`config.mk`:
```
export PLATFORM = sky130hd
export DESIGN_NAME = id_ir_src_reg
export DESIGN_NICKNAME = d
export VERILOG_FILES = /design/src/rtl/id_ir_src_reg.sv
export SDC_FILE = /design/constraint.sdc
export NUM_CORES = 1
export LEC_CHECK = 0
export CORE_ASPECT_RATIO = 1.25
export CORE_MARGIN = 4
export CORE_UTILIZATION = 35
export DETAILED_ROUTE_END_ITERATION = 6
export PLACE_DENSITY = 0.83
export RECOVER_POWER = 50
export SYNTH_ARGS = -nofsm -noshare
export SYNTH_HDL_FRONTEND = slang
export SYNTH_SLANG_ARGS = --single-unit
```
`constraint.sdc`:
```
create_clock -name clk -period 2 [get_ports clk]
set_input_delay 0.2 -clock clk [delete_from_list [all_inputs] [get_ports clk]]
set_output_delay 0.2 -clock clk [all_outputs]
set_load 0.005 [all_outputs]
```
`src/rtl/id_ir_src_reg.sv`:
```
// ID-stage instruction register: picks one of NUM_SRC fetch sources, holds on stall,
// and presents BUBBLE_CYCLES NOP words after every flush.
module id_ir_src_reg #(
  parameter int                DATA_W        = 32,
  parameter int                NUM_SRC       = 4,
  parameter logic [DATA_W-1:0] NOP_WORD      = 32'h0000_0000,
  parameter int                BUBBLE_CYCLES = 1
) (
  input  logic                        clk,
  input  logic                        rst,
  input  logic [$clog2(NUM_SRC)-1:0]  sel,
  input  logic [NUM_SRC*DATA_W-1:0]   src_data,
  input  logic                        stall,
  input  logic                        flush,
  output logic [DATA_W-1:0]           ir_out,
  output logic                        ir_valid,
  output logic                        bubble_active,
  output logic                        sel_err
);

  localparam int SEL_W = $clog2(NUM_SRC);
  localparam logic [3:0] CNT_LOAD = 4'(BUBBLE_CYCLES - 1);

  typedef enum logic [0:0] {
    S_RUN    = 1'b0,
    S_BUBBLE = 1'b1
  } state_t;

  state_t            r_state;
  logic [3:0]        r_cnt;
  logic [DATA_W-1:0] r_ir;
  logic              r_valid;
  logic              r_bubble;
  logic              r_err;

  state_t            w_state_nxt;
  logic [3:0]        w_cnt_nxt;
  logic [DATA_W-1:0] w_ir_nxt;
  logic              w_valid_nxt;
  logic              w_err_nxt;
  logic [DATA_W-1:0] w_src_word;
  logic              w_sel_ok;

  // Source mux; w_sel_ok stays low for select codes with no backing source.
  always_comb begin
    w_src_word = NOP_WORD;
    w_sel_ok   = 1'b0;
    for (int k = 0; k < NUM_SRC; k++) begin
      w_src_word = (sel == SEL_W'(k)) ? src_data[k*DATA_W +: DATA_W] : w_src_word;
      w_sel_ok   = w_sel_ok | (sel == SEL_W'(k));
    end
  end

  // Next-state and next-output logic; flush outranks stall and the countdown.
  always_comb begin
    w_state_nxt = r_state;
    w_cnt_nxt   = r_cnt;
    w_ir_nxt    = r_ir;
    w_valid_nxt = r_valid;
    w_err_nxt   = r_err;
    if (flush) begin
      w_ir_nxt    = NOP_WORD;
      w_valid_nxt = 1'b0;
      w_cnt_nxt   = CNT_LOAD;
      w_state_nxt = (BUBBLE_CYCLES > 1) ? S_BUBBLE : S_RUN;
    end else if (stall) begin
      w_state_nxt = r_state;
      w_cnt_nxt   = r_cnt;
    end else begin
      case (r_state)
        S_RUN: begin
          if (w_sel_ok) begin
            w_ir_nxt    = w_src_word;
            w_valid_nxt = 1'b1;
          end else begin
            w_ir_nxt    = NOP_WORD;
            w_valid_nxt = 1'b0;
            w_err_nxt   = 1'b1;
          end
        end
        S_BUBBLE: begin
          w_ir_nxt    = NOP_WORD;
          w_valid_nxt = 1'b0;
          // A zero count here is unreachable but must never trap the FSM.
          if (r_cnt <= 4'd1) begin
            w_state_nxt = S_RUN;
            w_cnt_nxt   = 4'd0;
          end else begin
            w_cnt_nxt   = r_cnt - 4'd1;
          end
        end
        default: begin
          w_state_nxt = S_RUN;
          w_cnt_nxt   = 4'd0;
          w_ir_nxt    = NOP_WORD;
          w_valid_nxt = 1'b0;
        end
      endcase
    end
  end

  // State and output registers.
  always_ff @(posedge clk or posedge rst) begin
    if (rst) begin
      r_state  <= S_RUN;
      r_cnt    <= 4'd0;
      r_ir     <= NOP_WORD;
      r_valid  <= 1'b0;
      r_bubble <= 1'b0;
      r_err    <= 1'b0;
    end else begin
      r_state  <= w_state_nxt;
      r_cnt    <= w_cnt_nxt;
      r_ir     <= w_ir_nxt;
      r_valid  <= w_valid_nxt;
      r_bubble <= (w_state_nxt == S_BUBBLE);
      r_err    <= w_err_nxt;
    end
  end

  assign ir_out        = r_ir;
  assign ir_valid      = r_valid;
  assign bubble_active = r_bubble;
  assign sel_err       = r_err;

endmodule

```
# == Word-level counts from Yosys, hierarchy flattened ==
# Index checks and enable logic that the tools add are counted.
# classes
n_addsub,1
magnitude_cmp,1
n_eq_ne,4
n_mux,20
bitwise_logic,7
reduce_logical,4
# ops
cell,n
$mux 32,7
$pmux 32 s2,1
$mux 4,4
$mux 1,7
$eq 2x2->1 const B,2
$le 4x1->1 const B,1
$not 1->1,4
$reduce_and 4->1,1
$sub 4x1->4 const B,1
$or 1x1->1,3
$eq 2x1->1 const B,1
$logic_not 2->1,1
$ne 2x1->1 const B,1
$pmux 1 s2,1
$reduce_and 2->1,1
$reduce_bool 2->1,1
# word_totals
register_bits,39
elab_cells,42

# == Logic depth before layout (Yosys ltp) ==
# Gate-level depths: netlist of run 1.
# logic_depth
ltp_word,9
ltp_mapped,5
depth_no_buf,5

# == Worst setup path after synthesis of run 1 ==
# OpenSTA, ideal clock, no wires.
# synth_path
path_type,reg-to-reg
from,register r_cnt[0]
to,register r_cnt[3]
setup_ns,0.110
t_arrival_ns,1.394
slack_ns,0.495
path_stages_with_launch,6
path_buffers,0
synth_period_minus_slack_ns,1.505
cell_sequence,dfrtp_1 > inv_1 > ha_1 > or2_2 > a21o_1 > o41ai_1
# synth_between
elab_chain_cells,5
elab_cells_between_ends,6
classes_between,1 x add/sub; 1 x order compare; 4 x mux
# synth_rtl
item,line,rtl
start: declaration,30,logic [3:0] r_cnt;
start signal: assignment,113,r_cnt <= w_cnt_nxt;
$sub 4x1->4 / $le 4x1->1 (equally long branches),"89, 85",
$mux 4 *,85,if (r_cnt <= 4'd1) begin
$mux 4 *,70,case (r_state)
$mux 4 *,66,end else if (stall) begin
$mux 4 *,61,if (flush) begin
# Mark *: on every way between the ends. The rest lies on a longest branch, timed or not. The select of a mux whose other input is x is not followed.
# A chain may end at the register's enable or synchronous reset.

# == Worst setup path in the final report of run 1 ==
# layout_path
from,input flush
to,"register r_ir[18], in the netlist ir_out[18]"
# layout_between
elab_chain_cells,1
elab_cells_between_ends,2
classes_between,1 x eq/ne; 1 x mux
# layout_rtl
item,line,rtl
start: declaration,14,"input logic flush,"
$ne 2x1->1 (no line) / $mux 32 (equally long branches),--,
end signal: assignment,114,r_ir <= w_ir_nxt;
end: declaration,31,logic [DATA_W-1:0] r_ir;
# Several ways; a longest one is shown, not always the timed one.

==> results of run 1 <==
-- worst max path at each step --
| stage | startpoint | end | cells after the start |
|---|---|---|---|
| after floorplan | r_cnt[0]$_DFFE_PP0P_ | r_cnt[3]$_DFFE_PP0P_ | 5 |
| after global placement | sel[1] | ir_out[8]$_DFFE_PP0P_ | 4 |
| after detailed placement | r_cnt[0]$_DFFE_PP0P_ | r_cnt[3]$_DFFE_PP0P_ | 5 |
| after CTS | r_cnt[0]$_DFFE_PP0P_ | r_cnt[3]$_DFFE_PP0P_ | 5 |
| after global routing | flush | ir_out[8]$_DFFE_PP0P_ | 4 |
| final | flush | ir_out[18]$_DFFE_PP0P_ | 4 |
-- critical path: stages --
cell and delay, ps:
dlygate4sd3_1 650, nor2b_2 150, clkbuf_1 670, a22o_1 270
-- synthesized netlist by cell type (all sizes together), types with 2 or more instances --
cell,count
a21o,2
a22o,32
buf,11
clkbuf,4
dfrtp,39
ha,2
inv,5
mux4,32
nor2,2
nor2b,2
-- layout make-up --
cell class | count | area [um2] | share of cell area
Sequential cell | 39 | 976 | 0.235
Clock buffer | 8 | 100 | 0.0241
Inverter | 5 | 18.8 | 0.00452
Tap cell | 85 | 106 | 0.0256
Multi-Input combinational cell | 87 | 1180 | 0.285
Timing Repair Buffer | 176 | 1770 | 0.426
-- state kept, by name, summed over array words and instances, names as in the netlist --
signal         flops
ir_out            32
sel_err            1
ir_valid           1
r_cnt              4
bubble_active      1
-- per-stage QoR --
stage                     setup slack, ps  instances
after floorplan                       495        146
after global placement                423        392
after detailed placement              359        392
after CTS                             367        400
after global routing                  147        400
final                                 258        400
-- layer usage --
metal	wire length [um]	track usage
met1	2510	0.204
met4	107	0.0559
met2	4330	0.372
met5	0	0
met3	551	0.0448
-- power by group --
part           switching [W]  internal, W  total, W
clock network       0.000270     0.000315  0.000585
registers          0.0000337     0.000840  0.000874
logic               0.000178     0.000464  0.000642
-- cell families (layout without fill, tap and decap cells) --
| kind of cell | Yosys count | count (layout) | share of synthesized area |
|---|---|---|---|
| compound gates | 41 | 41 | 0.152 |
| fa+ha+maj | 2 | 2 | 0.0109 |
| buf+inv | 20 | 189 | 0.0612 |
| flops | 39 | 39 | 0.426 |
| mux | 33 | 33 | 0.322 |
| simple gates | 11 | 11 | 0.0273 |
==> run_results.csv, run 1 <==
group,metric,value,unit
setup_path,r2r_end,"r_cnt[3]$_DFFE_PP0P_",
routing,vias,2094,
power,power.total,0.00210,W
die,io_pins,169,
routing,first_pass_iters,4,
synthesis,synth_ff_type,"dfrtp_1",
global_routing,gr-total-overflow,0,
clock_network,cts.path.max_buffers,2,
synthesis,avgSynthCellArea,15.7,um2
setup_path,worstRegToRegCells,5,
die,die-area,7910,um2
cells_and_area,final_common_cell,"clkdlybuf4s50_1",
flow_run,max_cap_viol_count,0,
routing,drtIter0Drc,36,
clock_network,cts_inserted_buffers,5,
die,start_util,0.367,
die,core-area,6250,um2
synthesis,yosysWarnings,0,
die,std_cell_rows,32,
timing,fin_tns_setup,0,ps
setup_path,rrSetupSlack,360,ps
synthesis,synthCells,146,
routing,drc,0,
synthesis,synth_seq_cells,39,
power,vdd_drop_max,244,uV
cells_and_area,final_cell_mix,"clkdlybuf4s50_1 (165), dfrtp_1 (39), a22o_1 (32)",
setup_path,worstPathMaxFanout,17,
clock_network,htreeDepth,2,
status,outcome,"finished clean",
cells_and_area,antenna_cells,0,
timing,period_needed,1740,ps
setup_path,start_kind,"input pin",
routing,viasPerCell,5.24,
routing,wl_per_cell,18.7,um
placed_design,gp_congestion,0.733,
global_routing,grt_max_degree,33,
global_routing,first_global_vias,2367,
cells_and_area,drive_gt1_frac,0.149,
global_routing,grt_pass1_wl,11700,um
synthesis,synth_edf_count,0,
routing,antenna_left,0,
cells_and_area,fin_util,0.664,
synthesis,synth_area_leaders,"dfrtp_1 (43%), mux4_2 (30%), a22o_1 (12%)",
power,p_per_area,506,nW/um2
synthesis,synth_top_area_share,0.426,
timing,maxSlewViolCount,0,
routing,routed_wl,7500,um
synthesis,yosysTopAreaCell,"dfrtp_1",
die,die_w,80.3,um
power,power_leakage,1.68,nW
clock_network,ctsResizeCount,0,
placed_design,port_buffers,168,
clock_network,clk_pin_slew,80,ps
global_routing,antenna_found_initial,0,
cells_and_area,area_growth,81.2,%
cells_and_area,n_fill_cell,490,
timing,min_period_over_period,0.871,
cells_and_area,fin_area,4150,um2
synthesis,ys_types,28,
timing,worstMarginPinSlew,886,ps
timing,skew,4.42,ps
timing,fmax,574,MHz
min_path,worstHoldPathType,"in2async",
synthesis,synthArstFlopShare,1.00,
synthesis,seq_area_frac_synth,0.426,
timing,slew-limit-headroom,0.410,
clock_network,cts_tree,"done",
clock_network,clk_latency,280,ps
setup_path,cp.arrival,1960,ps
setup_path,crit_required,2220,ps
synthesis,netlist_area,2290,um2
timing,hold_ws,383,ps
cells_and_area,nets,450,
clock_network,clockRootBuffer,"clkbuf_8",
timing,hold_viol,0,
placed_design,post_dp_cell_area,4060,um2
synthesis,syn_nets,282,
clock_network,cts.sinks,39,
timing,rsz0062_at_grt,"no",
clock_network,postCtsSetupBuffers,0,
setup_path,critical_path_class,"in2reg",
timing,setup_violations,0,
placed_design,hpwl,6220,um
setup_path,r2r_start,"r_cnt[0]$_DFFE_PP0P_",
clock_network,cts_hold_buffers,0,
global_routing,track_usage,0.194,
setup_path,end_kind,"register",
die,die_h,98.4,um
Power figures use the tool's default switching activity.
==> run 2: changes to the inputs <==
--- a/config.mk
+++ b/config.mk
@@ -8,6 +8,7 @@
 export CORE_ASPECT_RATIO = 1.25
 export CORE_MARGIN = 4
 export CORE_UTILIZATION = 35
+export CTS_BUF_LIST = sky130_fd_sc_hd__clkbuf_4 sky130_fd_sc_hd__clkbuf_8
 export DETAILED_ROUTE_END_ITERATION = 6
 export PLACE_DENSITY = 0.83
 export RECOVER_POWER = 50
==> run 2 against run 1 <==
  * Clock skew barely moved
  * Clock-buffer cell count unchanged
  * Final cell count unchanged
  * Power grew 0.65%
  * Global-route usage is the same
  * Setup slack improved by 16 ps
  * Critical path type unchanged
  * Utilization rose by 0.060 points
  * Die area unchanged
  * Wire length barely moved
  * Critical endpoint unchanged
==> run_results.csv, run 2 (synthesis gave the netlist of run 1 again) <==
group,metric,value,unit
status,outcome,"finished clean",
timing,worstMarginPinSlew,864,ps
setup_path,crit_required,2220,ps
timing,slew-limit-headroom,0.424,
routing,vias,2087,
timing,period_needed,1730,ps
setup_path,critPathTopFamily,"buffers and inverters",
die,io_pins,169,
clock_network,cts_tree,"done",
die,start_util,0.367,
clock_network,cts.path.max_buffers,2,
placed_design,dp_cells,392,
die,core-area,6250,um2
setup_path,end_kind,"register",
routing,drc,0,
timing,fmax,579,MHz
clock_network,clk_latency,280,ps
cells_and_area,post_layout_nonfiller_instances,400,
global_routing,grt_max_degree,33,
global_routing,grt_pass1_wl,11700,um
cells_and_area,antenna_cells,0,
routing,antenna_left,0,
die,die_h,98.4,um
routing,first_pass_iters,4,
timing,min_period_over_period,0.863,
power,p_per_area,509,nW/um2
placed_design,port_buffers,168,
power,p_seq_frac,0.413,
setup_path,slowest_delay,660,ps
setup_path,r2r_end,"r_cnt[3]$_DFFE_PP0P_",
clock_network,clockRootBuffer,"clkbuf_8",
setup_path,rrSetupSlack,360,ps
timing,maxSlewViolCount,0,
cells_and_area,largest_reg_flops,32,
die,std_cell_rows,32,
setup_path,cp.arrival,1940,ps
global_routing,gr-total-overflow,0,
power,p_sw,0.000482,W
clock_network,postCtsSetupBuffers,0,
power,vdd_drop_max,244,uV
cells_and_area,final_common_cell,"clkdlybuf4s50_1",
timing,setup_violations,0,
setup_path,worstRegToRegCells,5,
timing,hold_viol,0,
clock_network,cts.sinks,39,
cells_and_area,nets,450,
timing,rsz0062_at_grt,"no",
placed_design,hpwl,6220,um
clock_network,cts_hold_buffers,0,
power,p_comb_frac,0.303,
power,swShare,0.228,
die,die_w,80.3,um
global_routing,first_global_vias,2364,
setup_path,worstPathMaxFanout,17,
clock_network,ctsResizeCount,0,
power,internal-power,0.00163,W
clock_network,cts_inserted_buffers,5,
cells_and_area,n_fill_cell,492,
clock_network,clk_pin_slew,80,ps
setup_path,r2r_start,"r_cnt[0]$_DFFE_PP0P_",
routing,wl_per_cell,18.7,um
clock_network,htreeDepth,2,
global_routing,track_usage,0.194,
min_path,worstHoldPathType,"in2async",
setup_path,crit_chain,"dlygate4sd3_1 -> nor2b_2 -> clkbuf_1 -> a22o_1",
power,pwr-share-clk,0.283,
cells_and_area,area_growth,81.4,%
setup_path,critPathBufInv,2,
global_routing,antenna_found_initial,0,
timing,fin_tns_setup,0,ps
cells_and_area,drive_gt1_frac,0.152,
routing,viasPerCell,5.22,
setup_path,start_kind,"input pin",
cells_and_area,final_cell_mix,"clkdlybuf4s50_1 (165), dfrtp_1 (39), a22o_1 (32)",
timing,fin_ws,274,ps
placed_design,pre_cts_slack,359,ps
timing,skew,4.51,ps
setup_path,slowest_stage,"clkbuf_1",
routing,routed_wl,7490,um
routing,drtIter0Drc,33,
placed_design,gp_congestion,0.733,
power,power_leakage,1.68,nW
setup_path,critical_path_class,"in2reg",
die,die-area,7910,um2
flow_run,max_cap_viol_count,0,
[run 2: cell count changes in the layout (fill, tap and decap cells not counted)]
cell	change
clkbuf_1	-1
clkbuf_4	+1
[run 2: how the worst max path moves through the flow]
stage / startpoint / to / slack (ps) / cells past startpoint
floorplan: r_cnt[0]$_DFFE_PP0P_ / r_cnt[3]$_DFFE_PP0P_ / 500 / 5
global placement: sel[1] / ir_out[8]$_DFFE_PP0P_ / 420 / 4
detailed placement: r_cnt[0]$_DFFE_PP0P_ / r_cnt[3]$_DFFE_PP0P_ / 360 / 5
CTS: r_cnt[0]$_DFFE_PP0P_ / r_cnt[3]$_DFFE_PP0P_ / 370 / 5
global route: flush / ir_out[8]$_DFFE_PP0P_ / 150 / 4
finish: flush / ir_out[18]$_DFFE_PP0P_ / 270 / 4
[run 2: cell type report]
type | count | area [um2] | share of cell area
multi-input combinational | 87 | 1180 | 0.284
tap | 85 | 106 | 0.0256
inverter | 5 | 18.8 | 0.00452
timing repair buffer | 176 | 1770 | 0.425
sequential | 39 | 976 | 0.235
clock buffer | 8 | 104 | 0.0250
[run 2: per-layer routing]
| metal | up-vias | part of all wire | GRT usage |
|---|---|---|---|
| li1 | 941 | - | - |
| met1 | 1039 | 0.34 | 0.203 |
| met3 | 6 | 0.070 | 0.0448 |
| met2 | 101 | 0.58 | 0.373 |
| met5 | - | 0 | 0 |
| met4 | 0 | 0.014 | 0.0559 |
[run 2: metrics by stage]
stage          utilization  hold WS, ps  power, W  area [um2]
2_1_floorplan            -          266   0.00114        2290
3_3_place_gp         0.649          366   0.00153        4060
3_5_place_dp         0.649          371   0.00154        4060
4_1_cts              0.666          269   0.00215        4160
5_1_grt              0.665          401   0.00223        4150
6_report             0.665          383   0.00211        4150
[run 2: power by group through the flow]
stage	Clock, W	Sequential (W)	Combinational, W
CTS	0.000622	0.000874	0.000656
finish	0.000599	0.000874	0.000642
global route	0.000659	0.000881	0.000688
detailed placement	0	0.000888	0.000655
global placement	0	0.000887	0.000639
floorplan	0	0.000887	0.000249
